## config.mk

```make
export PLATFORM = sky130hd
export DESIGN_NAME = pipe_skid_stage_flat
export DESIGN_NICKNAME = d
export VERILOG_FILES = /design/src/rtl/pipe_pkg.sv /design/src/rtl/pipe_skid_stage_if.sv /design/src/rtl/pipe_skid_stage.sv /design/src/flat_wrapper.sv
export SDC_FILE = /design/constraint.sdc
export NUM_CORES = 1
export LEC_CHECK = 0
export BUFFER_PORTS_ARGS = -buffer_cell sky130_fd_sc_hd__buf_2
export CORE_ASPECT_RATIO = 1.1
export CORE_UTILIZATION = 45
export CTS_BUF_LIST = sky130_fd_sc_hd__clkbuf_8 sky130_fd_sc_hd__clkbuf_16
export DETAILED_ROUTE_END_ITERATION = 8
export GPL_TIMING_DRIVEN = 1
export PLACE_DENSITY = 0.65
export SKIP_CTS_REPAIR_TIMING = 1
export SLEW_MARGIN = 5
export SYNTH_ARGS = -nofsm -noshare
export SYNTH_HDL_FRONTEND = slang
export SYNTH_SLANG_ARGS = --single-unit
```

## constraint.sdc

```tcl
create_clock -name clk -period 9.1 [get_ports clk]
set_input_delay 2.73 -clock clk [delete_from_list [all_inputs] [get_ports clk]]
set_output_delay 2.73 -clock clk [all_outputs]
set_load 0.05 [all_outputs]
```

## src/rtl/pipe_pkg.sv

```systemverilog
// Shared definitions for pipeline stages: state encoding and default payload constants.
package pipe_pkg;

   // Encoding doubles as the live-entry count (EMPTY=0, ONE=1, FULL=2).
   typedef enum logic [1:0] {
      ST_EMPTY = 2'd0,
      ST_ONE   = 2'd1,
      ST_FULL  = 2'd2
   } pipe_state_e;

   localparam int          PIPE_DATA_W       = 64;
   localparam logic [63:0] PIPE_NOP_DEFAULT  = 64'h0000_0000_0000_0000;
   // Lower half (e.g. the address field) survives a flush; upper half becomes NOP.
   localparam logic [63:0] PIPE_KEEP_DEFAULT = 64'h0000_0000_FFFF_FFFF;

endpackage

```

## src/rtl/pipe_skid_stage_if.sv

```systemverilog
// Handshake bundle between an upstream producer, the skid stage and a downstream consumer.
//
// Handshake rules: a transfer happens on a rising clk edge exactly when valid and ready
// are both high. A producer holding valid keeps its data stable until the transfer.
// ready never depends combinationally on the same-cycle valid or on the opposite side.
// flush is a control strobe that discards held and incoming entries in its cycle.
interface pipe_skid_stage_if #(
   parameter int DATA_W = 64
);
   logic              flush;
   logic              in_valid;
   logic              in_ready;
   logic [DATA_W-1:0] in_data;
   logic              out_valid;
   logic              out_ready;
   logic [DATA_W-1:0] out_data;
   logic [1:0]        occupancy;

   // Environment side: drives upstream payload, flush and downstream ready.
   modport master (
      output flush, in_valid, in_data, out_ready,
      input  in_ready, out_valid, out_data, occupancy
   );

   // Stage side.
   modport slave (
      input  flush, in_valid, in_data, out_ready,
      output in_ready, out_valid, out_data, occupancy
   );
endinterface

```

## src/rtl/pipe_skid_stage.sv

```systemverilog
// Two-entry skid buffer stage: main register drives out_data, skid register catches
// the one entry that arrives while downstream stalls. in_ready comes from registered
// state only, so no combinational path runs from out_ready back to in_ready.
module pipe_skid_stage
   import pipe_pkg::*;
#(
   parameter int                DATA_W    = PIPE_DATA_W,
   parameter logic [DATA_W-1:0] NOP_VAL   = DATA_W'(PIPE_NOP_DEFAULT),
   parameter logic [DATA_W-1:0] KEEP_MASK = DATA_W'(PIPE_KEEP_DEFAULT)
) (
   input  logic                     clk,
   input  logic                     reset,
   pipe_skid_stage_if.slave         bus,
   output pipe_state_e              dbg_state
);

   pipe_state_e       state_q, state_d;
   logic [DATA_W-1:0] main_q,  main_d;
   logic [DATA_W-1:0] skid_q,  skid_d;
   logic              in_xfer;
   logic              out_xfer;

   assign in_xfer   = bus.in_valid  & bus.in_ready;
   assign out_xfer  = bus.out_valid & bus.out_ready;
   assign dbg_state = state_q;

   // Registered-state outputs: ready/valid/occupancy decode state_q only.
   always_comb begin
      bus.in_ready  = 1'b1;
      bus.out_valid = 1'b0;
      bus.occupancy = 2'd0;
      bus.out_data  = main_q;
      case (state_q)
         ST_EMPTY: begin
            bus.in_ready  = 1'b1;
            bus.out_valid = 1'b0;
            bus.occupancy = 2'd0;
         end
         ST_ONE: begin
            bus.in_ready  = 1'b1;
            bus.out_valid = 1'b1;
            bus.occupancy = 2'd1;
         end
         ST_FULL: begin
            bus.in_ready  = 1'b0;
            bus.out_valid = 1'b1;
            bus.occupancy = 2'd2;
         end
         default: begin
            bus.in_ready  = 1'b1;
            bus.out_valid = 1'b0;
            bus.occupancy = 2'd0;
         end
      endcase
   end

   // Next-state and register-load decisions; flush overrides every transfer.
   always_comb begin
      state_d = state_q;
      main_d  = main_q;
      skid_d  = skid_q;
      if (bus.flush) begin
         // A same-cycle out-transfer still counts as delivered; only the
         // payload field outside KEEP_MASK is replaced with the NOP pattern.
         state_d = ST_EMPTY;
         main_d  = (main_q & KEEP_MASK) | (NOP_VAL & ~KEEP_MASK);
      end else begin
         case (state_q)
            ST_EMPTY: begin
               if (in_xfer) begin
                  main_d  = bus.in_data;
                  state_d = ST_ONE;
               end
            end
            ST_ONE: begin
               if (in_xfer && out_xfer) begin
                  main_d = bus.in_data;
               end else if (in_xfer) begin
                  skid_d  = bus.in_data;
                  state_d = ST_FULL;
               end else if (out_xfer) begin
                  // main keeps its last value so out_data does not glitch to zero
                  state_d = ST_EMPTY;
               end
            end
            ST_FULL: begin
               if (bus.out_ready) begin
                  main_d  = skid_q;
                  state_d = ST_ONE;
               end
            end
            default: begin
               state_d = ST_EMPTY;
            end
         endcase
      end
   end

   // State and payload registers; reset wins over flush and transfers.
   always_ff @(posedge clk) begin
      if (reset) begin
         state_q <= ST_EMPTY;
         main_q  <= NOP_VAL;
      end else begin
         state_q <= state_d;
         main_q  <= main_d;
      end
   end

   // Skid contents are don't-care whenever state is not FULL, so no reset.
   always_ff @(posedge clk) begin
      skid_q <= skid_d;
   end

endmodule

```

## src/flat_wrapper.sv

```systemverilog
// flat-port wrapper written by rule: the top's interface ports become plain ports
module pipe_skid_stage_flat import pipe_pkg::*;
#(
   parameter int                DATA_W    = PIPE_DATA_W,
   parameter logic [DATA_W-1:0] NOP_VAL   = DATA_W'(PIPE_NOP_DEFAULT),
   parameter logic [DATA_W-1:0] KEEP_MASK = DATA_W'(PIPE_KEEP_DEFAULT)
)
  (clk, reset, dbg_state, bus_flush, bus_in_valid, bus_in_data, bus_out_ready, bus_in_ready, bus_out_valid, bus_out_data, bus_occupancy);
  pipe_skid_stage_if #(.DATA_W(DATA_W)) bus_i ();
  input  logic clk;
  input  logic reset;
  output pipe_state_e dbg_state;
  input wire logic [$bits(bus_i.flush)-1:0] bus_flush;
  input wire logic [$bits(bus_i.in_valid)-1:0] bus_in_valid;
  input wire logic [$bits(bus_i.in_data)-1:0] bus_in_data;
  input wire logic [$bits(bus_i.out_ready)-1:0] bus_out_ready;
  output wire logic [$bits(bus_i.in_ready)-1:0] bus_in_ready;
  output wire logic [$bits(bus_i.out_valid)-1:0] bus_out_valid;
  output wire logic [$bits(bus_i.out_data)-1:0] bus_out_data;
  output wire logic [$bits(bus_i.occupancy)-1:0] bus_occupancy;
  assign bus_i.flush = bus_flush;
  assign bus_i.in_valid = bus_in_valid;
  assign bus_i.in_data = bus_in_data;
  assign bus_i.out_ready = bus_out_ready;
  assign bus_in_ready = bus_i.in_ready;
  assign bus_out_valid = bus_i.out_valid;
  assign bus_out_data = bus_i.out_data;
  assign bus_occupancy = bus_i.occupancy;
  pipe_skid_stage #(.DATA_W(DATA_W), .NOP_VAL(NOP_VAL), .KEEP_MASK(KEEP_MASK)) u_core (.clk(clk), .reset(reset), .bus(bus_i), .dbg_state(dbg_state));
endmodule
```

# Word-level counts from Yosys, hierarchy flattened

Cells that the tools add are included.

Equality and inequality tests: 7
Multiplexer cells: 13
Bitwise operators: 4
Reductions and logical operators: 9

Operators by type and width:

| operator           | count |
|---|---|
| $mux 64            | 3 |
| $pmux 64 s3        | 1 |
| $reduce_and 4->1   | 3 |
| $mux 2             | 5 |
| $pmux 2 s3         | 1 |
| $reduce_and 5->1   | 1 |
| $ne 2x1->1 const B | 2 |
| $ne 2x2->1 const B | 2 |
| $pmux 2 s2         | 1 |
| $reduce_or 2->1    | 2 |
| $ne 3x1->1 const B | 1 |
| $reduce_bool 3->1  | 1 |
| $and 1x1->1        | 2 |
| $eq 2x1->1 const B | 1 |
| $eq 2x2->1 const B | 1 |
| $logic_not 2->1    | 1 |
| $mux 1             | 2 |
| $not 1->1          | 2 |
| $logic_and 1x1->1  | 1 |

Flip-flop bits (word level): 130
Input port bits: 69
Output and inout bits: 70
Word-level logic and storage cells: 37

# Longest topological paths before layout

Depth after elaboration: 8
Mapped depth: 9
Depth with buffers taken out: 6

# Worst setup path before layout

OpenSTA, ideal clock, no wires.

Path kind: input-to-reg
Start point: input port bus_in_valid
End point: register u_core.skid_q[0], enable pin
Setup time: 0.582 ns
Arrival: 7.568 ns
Path slack: 0.949 ns
Stages: 2
Buffers on the path: 0
Cells stage by stage: nand3_1 -> a211oi_1

Longest elaborated chain between the ends: 4

Ends and longest elaborated chain:

| item                                  | RTL line               | source |
|---|---|---|
| from (decl)                           | flat_wrapper.sv:14     | `input wire logic [$bits(bus_i.in_valid)-1:0] bus_in_valid;` |
| $and 1x1->1 (*)                       | pipe_skid_stage.sv:23  | `assign in_xfer = bus.in_valid & bus.in_ready;` |
| $logic_and 1x1->1                     | pipe_skid_stage.sv:76  | `if (in_xfer && out_xfer) begin` |
| $not 1->1 (no source line)            | -                      |  |
| $reduce_and 4->1 (no source line) (*) | -                      |  |
| to (signal assigned)                  | pipe_skid_stage.sv:112 | `skid_q <= skid_d;` |
| to (decl)                             | pipe_skid_stage.sv:19  | `logic [DATA_W-1:0] skid_q, skid_d;` |

Every way passes the cells marked *; elsewhere a longest branch is shown, timed or not.
A chain may end at the register's enable or synchronous reset.

# Worst setup path in the final report

Start point: input port bus_out_ready
End point: register u_core.main_q[18], in the netlist u_core.bus.out_data[18]

Longest elaborated chain between the ends: 4
Elaborated cells between the ends (all ways): 5
Classes of those cells: eq/ne (2); bitwise (1); reduce/logical (2)

Ends and longest elaborated chain:

| item                                  | RTL line               | source |
|---|---|---|
| from (decl)                           | flat_wrapper.sv:16     | `input wire logic [$bits(bus_i.out_ready)-1:0] bus_out_ready;` |
| $and 1x1->1                           | pipe_skid_stage.sv:24  | `assign out_xfer = bus.out_valid & bus.out_ready;` |
| $logic_and 1x1->1                     | pipe_skid_stage.sv:76  |  |
| $ne 2x1->1 (no source line)           | -                      |  |
| $reduce_and 5->1 (no source line) (*) | -                      |  |
| to (signal assigned)                  | pipe_skid_stage.sv:106 | `main_q <= main_d;` |
| to (decl)                             | pipe_skid_stage.sv:18  | `logic [DATA_W-1:0] main_q, main_d;` |

Marks and branches as above.

==> results.cfg <==
[power]
pwr-share-comb_pct = 14.6
power_leakage_nw = 2.50
p_total_mw = 1.66
clkPwrFrac_pct = 45.7
p_per_area_nw_per_um2 = 242
power.switching_uw = 438
p_int_mw = 1.22
netSwitchingFraction_pct = 26.4
ir_worst_vdd_mv = 0.146
seq_power_share_pct = 39.6

[global_routing]
grt_pass1_vias = 3745
top_usage_layer = met2
grt.total_usage_pct = 19.6
met1_usage_pct = 24.5
grt_use_met3_pct = 7.86
overflow = 0
grt_pass1_wl_um = 18900
antenna_found_initial = 1
gr-usage-met2_pct = 30.4
grt_max_degree = 69

[timing]
rsz0062_at_grt = no
fmax_mhz = 218
drv_slew = 0
fin_tns_setup_ns = 0
hold_viol_final = 0
finClkSkew_ns = 0.00700
finalCriticalPeriod_ns = 4.60
holdWs_ns = 0.525
worstMarginPinSlew_ns = 1.16
slew_headroom_pct = 23.0
min_period_over_period_pct = 50.5
setup_viol = 0

[cts]
clockBufferDepth = 2
cts-buffers-inserted = 17
tritoncts = done
clk_pin_slew_ns = 0.06
cts_root_buf = clkbuf_16
cts_max_level = 4
clock_latency_ns = 0.40
cts_num_sinks = 130

[worst_setup_path]
path_class = in -> reg
cp_max_fo = 33
end_kind = register
cp_data_required_time_ns = 9.34
crit_arrival_ns = 4.83
crit_slowest_cell = and2_2
worstPathCellList = buf_2 -> nand4b_4 -> a21oi_4 -> and2_2 -> a211oi_1
cp_slowest_stage_delay_ns = 0.90
cp-start-kind = input port

[final_layout]
n_antenna_cell = 0
final_common_cell = buf_2
design_area_um2 = 6830
final_cell_mix = buf_2, dfxtp_1, mux2i_1, a21oi_1, edfxtp_1
final_layout_size_suffix_gt1_share_pct = 46.2
final_cells = 676
final_nets = 586
area_growth_pct = 25.0

[route]
wire_per_inst_um = 17.5
drc = 0
drt_pass1_iterations = 4
vias = 3632
initialDrtViolationCount = 170
wl_um = 11800
vias_per_cell = 5.37
final_antenna_net_count = 0

[floorplanning]
start_util_pct = 46.9
ios = 139
die_area_um2 = 12600
core-area_um2 = 11600
die_x_um = 107
die_h_um = 118
row_count = 41

[run_status]
status = finished, final reports clean

[yosys]
yosys_register_bits = 130
yosys.area.top_type_share_pct = 35.2
synth_ff_type = dfxtp_1
syn_avg_cell_area_um2 = 14.0
synth_area_leader_cell = edfxtp_1
synth_nets = 462
synth.distinct_cells = 28
yosysWarnings = 0
synth_area_leaders = edfxtp_1, dfxtp_1, a211oi_2
synth_edf_count = 64
syn_inst = 389
yosysSeqAreaShare_pct = 59.4
synthArstFlopShare_pct = 0
synth.cell_area_um2 = 5460

[placement]
portBuffers = 138
postPlaceCellArea_um2 = 6160
dp_cells = 644
place_hpwl_um = 7350
finalWeightedCongestion = 0.783

[flow_run]
cap_violations = 0

[hold_path]
hold_path_class = reg -> reg
==> stage by stage <==
stage / util (%) / setup slack [ns]
after floorplan: - / 0.949
after global placement: 52.9 / 4.10
after detailed placement: 52.9 / 4.02
after CTS: 58.7 / 4.44
after global routing: 58.7 / 4.35
final: 58.7 / 4.50
==> flip-flops by register name, summed over array words and instances, names as in the netlist <==
name	cells
u_core.dbg_state	2
u_core.skid_q	64
u_core.bus.out_data	64
==> critical path, delay by kind of cell <==
| kind | cells | cell delay (ns) |
|---|---|---|
| AND/OR/NAND/NOR | 2 | 1.04 |
| AO/OA/AOI/OAI | 2 | 0.88 |
| buffers and inverters | 1 | 0.16 |
==> power groups by stage <==
stage          Clock, mW  Sequential (mW)  Combinational, mW
2_1_floorplan          0            0.747              0.111
3_3_place_gp           0            0.668              0.240
3_5_place_dp           0            0.668              0.245
4_1_cts            0.768            0.656              0.245
5_1_grt            0.798            0.659              0.258
6_report           0.758            0.656              0.242
==> path summary, 6_finish.rpt <==
path	to	slack [ns]	cells past startpoint	startpoint
hold / removal	u_core.bus.out_data[63]	0.53	2	u_core.bus.out_data[63]
hold reg to reg	u_core.bus.out_data[63]	0.53	2	u_core.bus.out_data[63]
setup reg to reg	u_core.bus.out_data[18]	5.65	7	u_core.dbg_state[0]
setup / recovery	u_core.bus.out_data[18]	4.50	5	bus_out_ready
==> cell families after synthesis <==
kind of cell,after synthesis,synth area share (%)
DFF,130,59.4
adders and majority gates,4,0.916
and+or+nand+nor,14,1.69
buffers and inverters,40,4.53
AOI/OAI and AO/OA,137,21.8
muxes,64,11.7
==> cell usage after synthesis, types with 3 or more instances <==
cell and number:
buf_4 4, inv_1 3, buf_1 3, mux2i_1 64, dfxtp_1 66, ha_1 4
a211oi_1 5, nor2_1 3, buf_6 8, a21oi_1 64, edfxtp_1 64, clkbuf_1 4
buf_2 17, a211oi_2 60
==> cell type report <==
class | instances | area, µm²
clock buffers | 20 | 467
multi-input cells | 219 | 2000
well taps | 150 | 188
flip-flops and latches | 130 | 3240
inverters | 3 | 11.3
repair buffers | 142 | 721
clock inverters | 12 | 200
fillers | 975 | 4810
==> routing by layer <==
| metal | wire length (µm) | vias to the layer above |
|---|---|---|
| met5 | 13 | - |
| met4 | 180 | 2 |
| met3 | 758 | 15 |
| met2 | 5590 | 115 |
| met1 | 5300 | 1747 |
| li1 | - | 1753 |
Power figures use the tool's default switching activity.
